### src/rtl/rng_arbiter.sv
// rng_arbiter: seeds a shared 64-bit PRNG once, then round-robin serves requesters.
// Define RNG_ARB_REJECT_EN to add rejection sampling into [1, bound-1] with retry limit.
module rng_arbiter #(
  parameter int NREQ      = 2,
  parameter int WIDTH     = 64,
  parameter int MAX_RETRY = 15
) (
  input  logic                  clk,
  input  logic                  rst,
  input  logic [63:0]           seed,
  output logic                  gen_load,
  output logic [63:0]           gen_seed,
  output logic                  gen_req,
  input  logic                  gen_valid,
  input  logic [63:0]           gen_data,
  input  logic [NREQ-1:0]       req,
  input  logic [NREQ*WIDTH-1:0] bound,
  output logic [NREQ-1:0]       out_valid,
  input  logic [NREQ-1:0]       out_ready,
  output logic [WIDTH-1:0]      rnd,
  output logic                  err,
  output logic                  busy
);

  localparam int PW = (NREQ > 1) ? $clog2(NREQ) : 1;

  typedef enum logic [2:0] {
    S_SEED,
    S_IDLE,
    S_WAIT,
    S_CHECK,
    S_DELIVER
  } state_t;

  state_t           state_q, state_d;
  logic [PW-1:0]    ptr_q, ptr_d;
  logic [PW-1:0]    g_q, g_d;
  logic [WIDTH-1:0] sample_q, sample_d;
  logic [WIDTH-1:0] rnd_d;
  logic             err_d;
  logic [63:0]      seed_q;
  logic [PW-1:0]    grant;
  logic             any_req;
  logic [PW-1:0]    idx;
  logic             unused_gen;

  assign unused_gen = ^gen_data;

`ifdef RNG_ARB_REJECT_EN
  localparam int RW = (MAX_RETRY > 0) ? $clog2(MAX_RETRY + 1) : 1;

  logic [RW-1:0]    retry_q, retry_d;
  logic [WIDTH-1:0] bnd [NREQ];

  always_comb begin
    for (int i = 0; i < NREQ; i++) begin
      bnd[i] = bound[i*WIDTH +: WIDTH];
    end
  end
`else
  logic unused_bound;

  assign unused_bound = ^bound;
`endif

  // circular search upward from ptr+1
  always_comb begin
    grant   = ptr_q;
    any_req = 1'b0;
    idx     = '0;
    for (int k = 1; k <= NREQ; k++) begin
      idx = PW'((int'(ptr_q) + k) % NREQ);
      if (!any_req && req[idx]) begin
        any_req = 1'b1;
        grant   = idx;
      end
    end
  end

  always_comb begin
    state_d  = state_q;
    ptr_d    = ptr_q;
    g_d      = g_q;
    sample_d = sample_q;
    rnd_d    = rnd;
    err_d    = err;
`ifdef RNG_ARB_REJECT_EN
    retry_d  = retry_q;
`endif
    gen_load = 1'b0;
    gen_req  = 1'b0;
    unique case (state_q)
      S_SEED: begin
        gen_load = ~rst;
        state_d  = S_IDLE;
      end
      S_IDLE: begin
        if (any_req) begin
          g_d = grant;
`ifdef RNG_ARB_REJECT_EN
          retry_d = '0;
          if ((bnd[grant] >> 1) == '0) begin
            rnd_d   = '0;
            err_d   = 1'b1;
            state_d = S_DELIVER;
          end else begin
            state_d = S_WAIT;
          end
`else
          state_d = S_WAIT;
`endif
        end
      end
      S_WAIT: begin
        gen_req = 1'b1;
        if (gen_valid) begin
          sample_d = gen_data[WIDTH-1:0];
          state_d  = S_CHECK;
        end
      end
      S_CHECK: begin
`ifdef RNG_ARB_REJECT_EN
        if (sample_q == '0 || sample_q >= bnd[g_q]) begin
          if (retry_q < RW'(MAX_RETRY)) begin
            retry_d = retry_q + RW'(1);
            state_d = S_WAIT;
          end else begin
            rnd_d   = '0;
            err_d   = 1'b1;
            state_d = S_DELIVER;
          end
        end else begin
          rnd_d   = sample_q;
          err_d   = 1'b0;
          state_d = S_DELIVER;
        end
`else
        rnd_d   = sample_q;
        err_d   = 1'b0;
        state_d = S_DELIVER;
`endif
      end
      S_DELIVER: begin
        if (out_ready[g_q]) begin
          ptr_d   = g_q;
          state_d = S_IDLE;
        end
      end
      default: state_d = S_SEED;
    endcase
  end

  always_ff @(posedge clk) begin
    if (rst) begin
      state_q  <= S_SEED;
      ptr_q    <= PW'(NREQ - 1);
      g_q      <= '0;
      sample_q <= '0;
      rnd      <= '0;
      err      <= 1'b0;
      seed_q   <= '0;
`ifdef RNG_ARB_REJECT_EN
      retry_q  <= '0;
`endif
    end else begin
      state_q  <= state_d;
      ptr_q    <= ptr_d;
      g_q      <= g_d;
      sample_q <= sample_d;
      rnd      <= rnd_d;
      err      <= err_d;
      if (state_q == S_SEED) begin
        seed_q <= seed;
      end
`ifdef RNG_ARB_REJECT_EN
      retry_q  <= retry_d;
`endif
    end
  end

  // seed is visible on the load cycle itself, then held from the register
  assign gen_seed  = gen_load ? seed : seed_q;
  assign out_valid = (state_q == S_DELIVER) ? (NREQ'(1) << g_q) : '0;
  assign busy      = (state_q != S_IDLE);

endmodule

### config.mk
export PLATFORM = sky130hd
export DESIGN_NAME = rng_arbiter
export DESIGN_NICKNAME = d
export VERILOG_FILES = /design/src/rtl/rng_arbiter.sv
export SDC_FILE = /design/constraint.sdc
export NUM_CORES = 1
export LEC_CHECK = 0
export BUFFER_PORTS_ARGS = -buffer_cell sky130_fd_sc_hd__buf_2
export CAP_MARGIN = 15
export CORE_AREA = 4 4 151 153
export DETAILED_ROUTE_END_ITERATION = 8
export DIE_AREA = 0 0 155 157
export HOLD_SLACK_MARGIN = 0.1
export PLACE_DENSITY_LB_ADDON = 0.08
export SYNTH_ARGS = -nofsm -noshare
export SYNTH_HDL_FRONTEND = slang
export SYNTH_SLANG_ARGS = --single-unit
### constraint.sdc
create_clock -name clk -period 1.6 [get_ports clk]
set_input_delay 0.16 -clock clk [delete_from_list [all_inputs] [get_ports clk]]
set_output_delay 0.16 -clock clk [all_outputs]
set_load 0.005 [all_outputs]
Word level (Yosys, flattened, before mapping)
Cells that the tools add are included.
- logic and storage cells: 46
- input bits: 263
- flip-flop bits (word level): 197
- $add $sub $neg: 2
- equality and inequality tests: 8
- bitwise operators: 1
- reduce and logical (&&, ||, !) cells: 7
- shifts and indexed selects: 1
- $lt $le $gt $ge: 3
- muxes and demuxes: 18
- operator list (operator ; count):
    $mux W64 ; 1
    $pmux W3 S5 ; 1
    $mux W1 ; 12
    $mux W3 ; 3
    $eq A3 B2 Y1 const B ; 2
    $lt A1 B2 Y1 const B ; 3
    $ne A2 B2 Y1 const B ; 3
    $reduce_and A2 Y1 ; 3
    $eq A3 B1 Y1 const B ; 1
    $eq A3 B3 Y1 const B ; 1
    $logic_not A3 Y1 ; 1
    $ne A3 B1 Y1 const B ; 1
    $reduce_and A3 Y1 ; 1
    $add A1 B1 Y1 const B ; 2
    $mux W2 ; 1
    $shl A1 B1 Y2 const A ; 1
    $logic_and A1 B1 Y1 ; 1
    $logic_not A1 Y1 ; 1
    $not A1 Y1 ; 1

Depth between registers and ports, before layout
- depth in word-level cells: 9
- depth in mapped cells: 6
- depth with buffers taken out: 3

Worst setup path after synthesis
No wires, ideal clock.
- path type: reg2out
- start: register state_q[2]
- end: output gen_seed[58]
- data required time: 1.440 ns
- arrival time: 1.338 ns
- setup slack: 0.102 ns
- cell stages (with the launch flop): 5
- path buffers: 2
- cells stage by stage: dfxtp_1 > nor4_2 > buf_4 > buf_4 > mux2_1
- cells in the longest elaborated chain, start to end: 3
- RTL lines (item ; RTL line ; source):
    start, declared ; 35 ; state_t state_q, state_d;
    start signal, assigned ; 166 ; state_q <= state_d;
    $logic_not A3 Y1 ; 92 ; unique case (state_q)
    $mux W1 ; 92 ;
    $mux W64 ; 182 ; assign gen_seed = gen_load ? seed : seed_q;
    end, declared ; 12 ; output logic [63:0] gen_seed,
No other way between the ends.

Final worst setup path
- start: register state_q[0]
- end: output gen_seed[48]
Same word-level chain as after synthesis.

==> run_results.csv <==
group,metric,value,unit
timing,tightest_slew,0.722,ns
setup_path,cpPeakStageDelay,0.33,ns
pwr,p_sw_share,27.0,%
logic_synthesis,syn_avg_cell_area,9.24,um2
outcome,status,"finished with violations",
final_layout,antenna_cells,0,
logic_synthesis,synth_cells,809,
setup_path,crit_top_cell,"buf_6",
clock_network,cts_max_level,4,
timing,finalSetupViolCount,67,
timing,rsz0062_at_grt,"true",
timing,final-hold-violation-count,0,
timing,period_share,133,%
timing,max_freq,469,MHz
placed_design,placed_area,0.00918,mm2
setup_path,startpoint,"state_q[0]",
logic_synthesis,yosysSeqAreaShare,52.8,%
logic_synthesis,ys_types,32,
setup_path,crit_type,"reg2out",
setup_path,critical_path.endpoint_type,"output pin",
detailed_routing,viasPerCell,4.72,
setup_path,required,1.44,ns
setup_path,reg2reg_depth,8,
pwr,power_frac_seq,42.1,%
logic_synthesis,synth_top_area_cell,"dfxtp_1",
pwr,power.clock.fraction,35.2,%
min_path,worstHoldStart,"req[1]",
timing,slew-limit-headroom,51.8,%
final_layout,area_growth,63.7,%
placed_design,dp_hpwl,14500,um
placed_design,gp_congestion,0.735,
floorplanning,die_w,155,um
timing,period_needed,2.13,ns
detailed_routing,dr.pass1.iters,4,
logic_synthesis,synth_flop_cell,"dfxtp_1",
setup_path,worstPathArrival,1.97,ns
logic_synthesis,syn-cell-area,0.00747,mm2
min_path,hold-path-cell-count,3,
final_layout,drive_gt1_share,35.9,%
clock_network,path_clk_slew,0.07,ns
floorplanning,die_area,0.0243,mm2
clock_network,cts_buffer_depth,2,
setup_path,start_kind,"flip-flop",
global_route,grt_pass1_vias,7148,
clock_network,cts_made_buffers,17,
detailed_routing,drc,0,
detailed_routing,ant_nets,0,
clock_network,cts_tree,"built",
floorplanning,ios,397,
global_route,grt_pass1_wl,38200,um
placed_design,preCtsSetupSlack,-0.119,ns
floorplanning,fp.dieH,157,um
setup_path,rr_startpoint,"state_q[0]",
global_route,grt_overflow,0,
timing,maxSlewViolCount,0,
floorplanning,start_util,34.7,%
setup_path,cp_max_fo,8,
logic_synthesis,async_reset_ff_share,0,%
logic_synthesis,synth_edf_count,0,
floorplanning,design.core.area,0.0216,mm2
timing,whs,0.122,ns
pwr,power_frac_comb,22.8,%
pwr,internal-power,9.19,mW
global_route,antenna_found_initial,1,
flow_run,drv_cap,0,
logic_synthesis,syn-num-nets,1072,
clock_network,clkSinkCount,197,
logic_synthesis,yosys_warnings,0,
timing,finalClockSkew,0.0165,ns
logic_synthesis,synthTopCellsByArea,"dfxtp_1 53%, nand2_1 13%, a21oi_1 8.6%",
setup_path,slowest_stage,"dfxtp_2",
timing,setup_ws,-0.530,ns
outcome,violations,"setup timing",
floorplanning,fp-row-count,54,
clock_network,root_buffer,"clkbuf_16",
pwr,p_switching,3.39,mW
pwr,vdd.ir_drop.worst,0.612,mV
logic_synthesis,synth.top_cell.area_share,52.8,%
detailed_routing,wl,24900,um
setup_path,path_cells,"nor4_4, buf_6, buf_16, buf_12, buf_8, mux2_4, buf_6",
detailed_routing,vias,7187,
logic_synthesis,ys_ff_latch,197,
final_layout,final_area,0.0122,mm2
detailed_routing,wire_per_inst,16.4,um
final_layout,nets,1493,
placed_design,portBuffers,267,
min_path,hold_path.class,"in2reg",
global_route,grt.total_usage,19.3,%
pwr,cellLeakagePower,5.24,nW
global_route,grt_max_degree,134,
clock_network,clk_latency,0.44,ns
detailed_routing,first_iter_violations,306,
pwr,p_per_area,1030,mW/mm2
final_layout,fillers,1913,
-- worst paths after layout --
path | endpoint | slack [ns]
max reg2reg | seed_q[52] | 0
max | gen_seed[48] | -0.53
min reg2reg | rnd[60] | 0.45
min | state_q[1] | 0.12
-- worst max-delay path: cells and delay by family, from the launching register on --
family | cells | cell delay, ns
mux | 1 | 0.29
buf+inv | 5 | 0.66
simple gates | 1 | 0.25
flops | 1 | 0.33
-- cell families (layout without fill, tap and decap cells) --
logic type             after synthesis  in the layout  share of synthesized area (%)
and+or+nand+nor                    274            274                           14.6
AOI/OAI and AO/OA                  203            203                           17.4
DFF                                197            197                           52.8
buffers and inverters               70            504                           5.54
muxes                               64             64                           9.65
other                                1              1                         0.0502
-- final cells by class --
cell class | count | area (um2) | area share [%]
Inverter | 3 | 11.3 | 0.0921
Tap cell | 280 | 350 | 2.86
Sequential cell | 197 | 3950 | 32.3
Timing Repair Buffer | 469 | 3910 | 32.0
Clock inverter | 14 | 178 | 1.45
Multi-Input combinational cell | 542 | 3400 | 27.8
Clock buffer | 18 | 429 | 3.51
-- placed cells by master, fill, tap and decap left out, types with 5 or more instances in the layout --
cell type,count
nand2_1,254
buf_2,204
dfxtp_1,194
dlygate4sd3_1,132
a21oi_1,129
buf_6,67
a22o_1,64
mux2_4,61
buf_4,39
clkbuf_16,18
buf_12,13
buf_8,10
inv_8,5
-- through the flow --
stage                     setup TNS, ns  utilization, %  power [mW]  instances
after floorplan                       0               -        6.32        809
after global placement            -3.11            42.6        7.08       1320
after detailed placement          -4.57            42.6        7.08       1320
after CTS                        -32.94            55.5        12.5       1511
after global routing             -35.99            56.8        13.2       1523
final                            -29.54            56.8        12.6       1523
-- registers in the layout (all words and copies together) (netlist names) --
register	count
rnd	64
sample_q	64
seed_q	64
state_q	3
g_q	1
ptr_q	1
-- per-layer routing --
metal | part of all wire, % | GRT usage (%) | vias to the layer above
li1 | - | - | 3587
met1 | 44 | 24.7 | 3333
met2 | 46 | 31.0 | 240
met3 | 9.0 | 7.56 | 25
met4 | 1.4 | 4.42 | 2
met5 | 0.072 | 0 | -
-- repair_timing --
item / in CTS / in global routing
cloned: 6 / 1
hold endpoints to repair: 131 / 0
setup endpoints to repair: 68 / 97
pin swaps: 6 / 4
hold buffers: 132 / 0
gates resized for setup: 117 / 51
buffers inserted: 21 / 18
-- synthesized netlist by cell type (all sizes together), types with 2 or more instances --
| library cell | n |
|---|---|
| nand2 | 257 |
| dfxtp | 197 |
| a21oi | 130 |
| a22o | 64 |
| mux2 | 64 |
| buf | 46 |
| clkbuf | 21 |
| nor2 | 4 |
| inv | 3 |
| nand4bb | 2 |
| nor3 | 2 |
| nor4 | 2 |
| o211ai | 2 |
| or3b | 2 |
-- power by group through the flow --
stage / Clock, mW / Combinational, mW / Sequential, mW
CTS: 4.57 / 2.65 / 5.27
floorplan: 0 / 0.967 / 5.35
finish: 4.42 / 2.86 / 5.29
detailed placement: 0 / 1.70 / 5.38
global placement: 0 / 1.71 / 5.37
global route: 4.79 / 3.05 / 5.32
(Power assumes the default switching activity.)
